### src/rtl/alu_seq.sv
// alu_seq: runs an NBYTES-wide operation through the shared 8-bit ALU one
// byte per cycle, least-significant byte first, chaining carry between bytes,
// and presents the assembled result on a valid/ready response port.
module alu_seq #(
    parameter int NBYTES = 2
) (
    input  logic                  clk,
    input  logic                  rst_n,
    input  logic                  req_valid,
    output logic                  req_ready,
    input  logic [8*NBYTES-1:0]   req_a,
    input  logic [8*NBYTES-1:0]   req_b,
    input  logic [3:0]            req_sel,
    input  logic                  req_c_in,
    output logic [7:0]            alu_a,
    output logic [7:0]            alu_b,
    output logic                  alu_c_in,
    output logic [3:0]            alu_sel,
    input  logic [7:0]            alu_out,
    input  logic                  alu_c_out,
    output logic                  rsp_valid,
    input  logic                  rsp_ready,
    output logic [8*NBYTES-1:0]   rsp_result,
    output logic                  rsp_c_out,
    output logic                  rsp_zero
);

    localparam int IW = (NBYTES > 1) ? $clog2(NBYTES) : 1;
    localparam logic [IW-1:0] LAST_IDX = IW'(NBYTES - 1);

    typedef enum logic [1:0] {
        IDLE = 2'd0,
        EXEC = 2'd1,
        DONE = 2'd2
    } state_t;

    state_t                state;
    state_t                state_nxt;
    logic [IW-1:0]         idx;
    logic [8*NBYTES-1:0]   a_q;
    logic [8*NBYTES-1:0]   b_q;
    logic [8*NBYTES-1:0]   result;
    logic [3:0]            sel_q;
    logic                  cy;

    // Current byte is selected by shifting rather than a variable part-select,
    // so the index width never has to match the operand width exactly.
    logic [IW+2:0]         bit_off;
    logic [8*NBYTES-1:0]   a_sh;
    logic [8*NBYTES-1:0]   b_sh;

    assign bit_off = {idx, 3'b000};
    assign a_sh    = a_q >> bit_off;
    assign b_sh    = b_q >> bit_off;

    assign rsp_result = result;
    assign rsp_c_out  = cy;
    assign rsp_zero   = (result == '0);

    // State register.
    always_ff @(posedge clk or negedge rst_n) begin
        if (!rst_n) begin
            state <= IDLE;
        end else begin
            state <= state_nxt;
        end
    end

    // Next-state logic, handshake outputs and ALU drive (zero outside EXEC).
    always_comb begin
        state_nxt = state;
        req_ready = 1'b0;
        rsp_valid = 1'b0;
        alu_a     = '0;
        alu_b     = '0;
        alu_c_in  = 1'b0;
        alu_sel   = '0;
        case (state)
            IDLE: begin
                req_ready = 1'b1;
                if (req_valid) begin
                    state_nxt = EXEC;
                end
            end
            EXEC: begin
                alu_a    = a_sh[7:0];
                alu_b    = b_sh[7:0];
                alu_c_in = cy;
                alu_sel  = sel_q;
                if (idx == LAST_IDX) begin
                    state_nxt = DONE;
                end
            end
            DONE: begin
                rsp_valid = 1'b1;
                if (rsp_ready) begin
                    state_nxt = IDLE;
                end
            end
            default: begin
                state_nxt = IDLE;
            end
        endcase
    end

    // Operand latch on acceptance, then per-byte result capture and carry chain.
    always_ff @(posedge clk or negedge rst_n) begin
        if (!rst_n) begin
            idx    <= '0;
            a_q    <= '0;
            b_q    <= '0;
            sel_q  <= '0;
            cy     <= 1'b0;
            result <= '0;
        end else begin
            case (state)
                IDLE: begin
                    if (req_valid) begin
                        a_q   <= req_a;
                        b_q   <= req_b;
                        sel_q <= req_sel;
                        cy    <= req_c_in;
                        idx   <= '0;
                    end
                end
                EXEC: begin
                    for (int unsigned k = 0; k < NBYTES; k++) begin
                        if (idx == IW'(k)) begin
                            result[8*k +: 8] <= alu_out;
                        end
                    end
                    cy <= alu_c_out;
                    if (idx != LAST_IDX) begin
                        idx <= idx + 1'b1;
                    end
                end
                default: begin
                end
            endcase
        end
    end

endmodule

### config.mk
export PLATFORM = sky130hd
export DESIGN_NAME = alu_seq
export DESIGN_NICKNAME = d
export VERILOG_FILES = /design/src/rtl/alu_seq.sv
export SDC_FILE = /design/constraint.sdc
export NUM_CORES = 1
export LEC_CHECK = 0
export CAP_MARGIN = 20
export CORE_ASPECT_RATIO = 0.8
export CORE_MARGIN = 3
export CORE_UTILIZATION = 45
export DETAILED_ROUTE_END_ITERATION = 12
export PLACE_DENSITY_LB_ADDON = 0.15
export SYNTH_ARGS = -nofsm -noshare
export SYNTH_HDL_FRONTEND = slang
export SYNTH_SLANG_ARGS = --single-unit
### constraint.sdc
create_clock -name clk -period 2.56 [get_ports clk]
set_input_delay 0.64 -clock clk [delete_from_list [all_inputs] [get_ports clk]]
set_output_delay 0.64 -clock clk [all_outputs]
set_load 0.01 [all_outputs]
==> results.yml, run 1 <==
flow_run:
  maxCapViolCount: 0
logic_synthesis:
  synth_warnings: 0
  syn_inst: 175
  syn_area_um2: 2620
  yosys_register_bits: 56
  yosysSeqAreaShare: 0.535
  synth_cell_types: 25
  synthesis.nets: 225
  syn_area_per_cell_um2: 15.0
sta:
  worst-slew-pin-transition_ps: 690
  period_share: 0.971
  rsz0062_at_grt: "false"
  min_period_ps: 2490
  setup_violations: 0
  hold_violations: 0
  finClkSkew_ps: 6.43
  slew_viol_final: 0
  fmax_mhz: 402
  slew_headroom: 0.540
  final.setup.tns_ps: 0
finish:
  regArea_um2: 1400
  nets: 320
  num_antenna_cells: 0
  drive_above_1_share: 0.280
  multiInputGateArea_um2: 1110
  area_growth_pct: 40.9
  mostFrequentLayoutCells: "clkdlybuf4s50_1, dfrtp_1, mux2_4, mux2_2, nor2_1"
  fillers: 423
  final_common_cell: "clkdlybuf4s50_1"
  instances_no_fill: 349
detailed_routing:
  dr.pass1.iters: 4
  wl_per_cell_um: 15.8
  viasPerCell: 4.82
  highest_layer: "met4"
  routed_wl_um: 5500
  wl_met2_um: 2470
  ant_nets: 0
  drc: 0
  drt_iter0_markers: 80
  met3_length_um: 292
  vias: 1683
  met1_length_um: 2680
cts:
  cts-root-buf: "clkbuf_8"
  path_clk_slew_ps: 90
  cts_sinks: 56
  cts_buffers: 5
  cts_buffer_depth: 2
  hold_buffers: 0
  htree_num_levels: 2
  clock_latency_ps: 300
  post-cts-setup-buffers: 0
  cts_tree: "yes"
floorplan:
  initial_core_util: 0.472
  row_count: 24
  io_pins: 91
  die_x_um: 91.3
  die_h_um: 74.3
  core-area_um2: 5560
  die_area_um2: 6780
setup_path:
  path_cells: "nor4_1 -> and4_1 -> clkdlybuf4s50_1"
  max_stage_delay_ps: 530
  endpoint_kind: "output port"
  cp_slowest_cell: "clkdlybuf4s50_1"
  crit_type: "reg -> out"
  cp.required_ps: 1920
  critical_path.max_fanout: 3
  worst_setup_path_start_kind: "flop"
  cp_top_family: "simple AND/OR/NAND/NOR gates"
  arrival_ps: 1850
  cp.buffers_inverters: 1
global_route:
  grt_antenna_before_repair: 0
  first_global_vias: 1721
  grtUsageTotal: 0.173
  grt_max_degree: 57
  grt_pass1_wl_um: 9230
  overflow: 0
placement:
  place.gp.congestion: 0.762
  dp_hpwl_um: 4050
  dp.cells: 341
  port_buffers: 90
power:
  cellLeakagePower_nw: 1.61
  totalPowerFinal_w: 0.00462
  p_per_area_nw_per_um2: 1250
  ir_drop_uv: 585
outcome:
  status: "completed"
worst_hold_path:
  hp-class: "in -> async"
[report_power, final]
part	internal [W]	leakage [nW]	total, W	switching [W]
combinational	0.00152	0.897	0.00241	0.000887
clock	0.000290	0.0541	0.000561	0.000272
sequential	0.00135	0.656	0.00165	0.000301
total	0.00316	1.61	0.00462	0.00146
[sequential cells by signal, indices dropped and copies added, names as in the netlist]
register	cells
b_q	16
a_q	16
sel_q	4
rsp_c_out	1
rsp_result	16
state	2
idx	1
[Yosys cell counts, drive strengths merged]
cell	instances	area share
a21o	1	0.0029
and2	5	0.012
and2b	1	0.0029
and4	1	0.0033
buf	10	0.043
dfrtp	56	0.53
inv	1	0.0014
mux2	52	0.26
mux2i	16	0.061
nand2b	2	0.0048
nand3b	1	0.0043
nor2	17	0.024
nor3b	2	0.012
nor4	4	0.0095
o21ai	1	0.0019
o21ba	1	0.0038
o221a	1	0.0043
or2	1	0.0024
or2b	1	0.0029
or4b	1	0.0038
[repair_timing]
item / 4_1_cts / 5_1_grt
endpoints found under the setup margin: 0 / 18
endpoints found under the hold margin: 0 / 0
gates resized for setup: 0 / 1
[final timing paths]
kind	to	slack [ps]	depth (start not counted)	from
max	rsp_zero	70	3	rsp_result[10]
min	a_q[9]	460	2	rst_n
max reg2reg	rsp_result[4]	970	3	state[1]
min reg2reg	a_q[13]	520	1	a_q[13]
max in group asynchronous	state[0]	1610	2	rst_n
min in group clk	a_q[13]	520	1	a_q[13]
[per-layer routing]
metal,global-route usage,vias up
li1,-,800
met1,0.249,830
met2,0.263,47
met3,0.0506,6
met4,0.0401,0
met5,0,-
[worst reg2reg max path, stage by stage (launching register included)]
cell	delay (ps)
dfrtp_1	440
buf_4	180
nor3b_4	470
mux2_2	400
[layout make-up]
type / count / area share
clock buffer: 5 / 0.0186
sequential: 56 / 0.380
inverter: 1 / 0.00102
tap: 78 / 0.0264
timing repair buffer: 98 / 0.262
clock inverter: 3 / 0.0115
multi-input combinational: 108 / 0.300
[stage by stage]
stage                util  hold WS [ps]  setup slack [ps]  cell area, um^2
finish              0.665           457              73.6             3690
global route        0.665           517              24.3             3690
CTS                 0.665           485              48.4             3690
detailed placement  0.645           490               369             3580
global placement    0.645           485               391             3580
floorplan               -           344               803             2620
[cells by family after synthesis]
kind of cell | count (synthesis) | share of synthesized area
muxes | 68 | 0.326
DFF | 56 | 0.535
and+or+nand+nor | 36 | 0.0821
buffers and inverters | 11 | 0.0444
AOI/OAI and AO/OA | 4 | 0.0129
Power figures use the tool's default switching activity.
==> run 2: changes to the inputs <==
--- a/config.mk
+++ b/config.mk
@@ -10,7 +10,7 @@
 export CORE_MARGIN = 3
 export CORE_UTILIZATION = 45
 export DETAILED_ROUTE_END_ITERATION = 12
-export PLACE_DENSITY_LB_ADDON = 0.15
+export PLACE_DENSITY = 0.85
 export SYNTH_ARGS = -nofsm -noshare
 export SYNTH_HDL_FRONTEND = slang
 export SYNTH_SLANG_ARGS = --single-unit
==> results.yml, run 2 (synthesis gave the netlist of run 1 again) <==
floorplan:
  core-area_um2: 5560
  die_area_um2: 6780
  die_x_um: 91.3
  row_count: 24
  die_h_um: 74.3
  initial_core_util: 0.472
  io_pins: 91
setup_path:
  arrival_ps: 1840
  critical_path.max_fanout: 3
  endpoint_kind: "output port"
  max_stage_delay_ps: 530
  path_cells: "nor4_1 -> and4_1 -> clkdlybuf4s50_1"
  cp.buffers_inverters: 1
  r2r_setup_slack_ps: 960
  cp_top_family: "simple AND/OR/NAND/NOR gates"
  cp_slowest_cell: "clkdlybuf4s50_1"
  crit_type: "reg -> out"
  rr_endpoint: "a_q[15]"
  r2r-start: "state[0]"
  worst_setup_path_start_kind: "flop"
  reg2reg_depth: 4
  cp.required_ps: 1920
cts:
  cts_buffers: 5
  clock_latency_ps: 300
  cts_tree: "yes"
  cts_buffer_depth: 2
  hold_buffers: 0
  post-cts-setup-buffers: 0
  htree_num_levels: 2
  path_clk_slew_ps: 100
  cts-root-buf: "clkbuf_8"
  cts_sinks: 56
power:
  p_int_w: 0.00307
  clkPwrFrac: 0.105
  ir_drop_uv: 582
  sw_frac_of_total: 0.327
  power_frac_comb: 0.537
  p_switching_w: 0.00149
  cellLeakagePower_nw: 1.60
  p_per_area_nw_per_um2: 1240
  seq_power_share: 0.358
global_route:
  first_global_vias: 1770
  overflow: 0
  grt_max_degree: 38
  grt_antenna_before_repair: 0
  grt_pass1_wl_um: 9110
  grtUsageTotal: 0.172
detailed_routing:
  wl_per_cell_um: 16.4
  vias: 1681
  routed_wl_um: 5710
  viasPerCell: 4.83
  drc: 0
  drt_iter0_markers: 40
  ant_nets: 0
  dr.pass1.iters: 4
sta:
  fmax_mhz: 403
  period_share: 0.969
  final.setup.tns_ps: 0
  min_period_ps: 2480
  finClkSkew_ps: 4.57
  slew_viol_final: 0
  slew_headroom: 0.636
  rsz0062_at_grt: "false"
  hold_violations: 0
  worst-slew-pin-transition_ps: 546
  setup_violations: 0
outcome:
  status: "completed"
placement:
  place.gp.congestion: 0.733
  dp_hpwl_um: 4320
  port_buffers: 90
  dp.cells: 340
finish:
  multiInputGateArea_um2: 1120
  fin_util: 0.663
  nets: 319
  num_antenna_cells: 0
  instances_no_fill: 348
  mostFrequentLayoutCells: "clkdlybuf4s50_1, dfrtp_1, mux2_4, mux2_2, nor2_1"
  area_growth_pct: 40.5
  drive_above_1_share: 0.278
  final_common_cell: "clkdlybuf4s50_1"
  regArea_um2: 1400
  fillers: 408
worst_hold_path:
  hp-class: "in -> async"
flow_run:
  maxCapViolCount: 0
run 2: routing by layer:
metal,track usage,share of wire
met1,0.236,0.46
met5,0,0
met4,0.0518,0.014
met3,0.0455,0.048
met2,0.275,0.48
run 2: worst register-to-register path: cells and delay by family (launching register included):
family	cells	cell delay (ps)
buffers and inverters	2	470
muxes	1	390
DFF	1	420
and+or+nand+nor	1	210
run 2: how the worst max path moves through the flow:
stage              startpoint  cells after the start       end
2_1_floorplan        state[1]                      5  alu_a[0]
3_3_place_gp         state[1]                      4  alu_b[2]
3_5_place_dp         state[1]                      4  alu_a[0]
4_1_cts              state[1]                      4  alu_a[0]
5_1_grt        rsp_result[13]                      3  rsp_zero
6_report       rsp_result[13]                      3  rsp_zero
run 2: what timing repair did:
item	CTS	global route
setup endpoints to repair	4	4
pin swaps	0	0
gates resized for setup	1	2
endpoints found under the hold margin	0	0
run 2: power by group through the flow:
stage	logic [W]	clock network [W]	registers, W
global route	0.00263	0.000529	0.00170
floorplan	0.00152	0	0.00163
CTS	0.00248	0.000499	0.00163
detailed placement	0.00245	0	0.00165
finish	0.00245	0.000479	0.00163
global placement	0.00240	0	0.00162
run 2: area by class of cell:
cell class,instances,area share
Clock buffer,6,0.0197
Clock inverter,2,0.00442
Inverter,1,0.00102
Multi-Input combinational cell,108,0.304
Sequential cell,56,0.380
Tap cell,78,0.0265
Timing Repair Buffer,97,0.264
run 2: per-stage QoR:
step / power, W / cell area [um^2] / worst slack, ps / hold slack (ps)
2_1_floorplan: 0.00314 / 2620 / 803 / 344
3_3_place_gp: 0.00403 / 3590 / 373 / 484
3_5_place_dp: 0.00410 / 3590 / 300 / 485
4_1_cts: 0.00461 / 3680 / 46.7 / 320
5_1_grt: 0.00485 / 3680 / 15.3 / 339
6_report: 0.00456 / 3680 / 79.8 / 308
==> run 3: changes to the inputs <==
--- a/config.mk
+++ b/config.mk
@@ -11,6 +11,7 @@
 export CORE_UTILIZATION = 45
 export DETAILED_ROUTE_END_ITERATION = 12
 export PLACE_DENSITY = 0.85
+export SKIP_CTS_REPAIR_TIMING = 1
 export SYNTH_ARGS = -nofsm -noshare
 export SYNTH_HDL_FRONTEND = slang
 export SYNTH_SLANG_ARGS = --single-unit
==> results of run 3 <==
The final DEF is identical to that of run 2; final timing and power are the same.
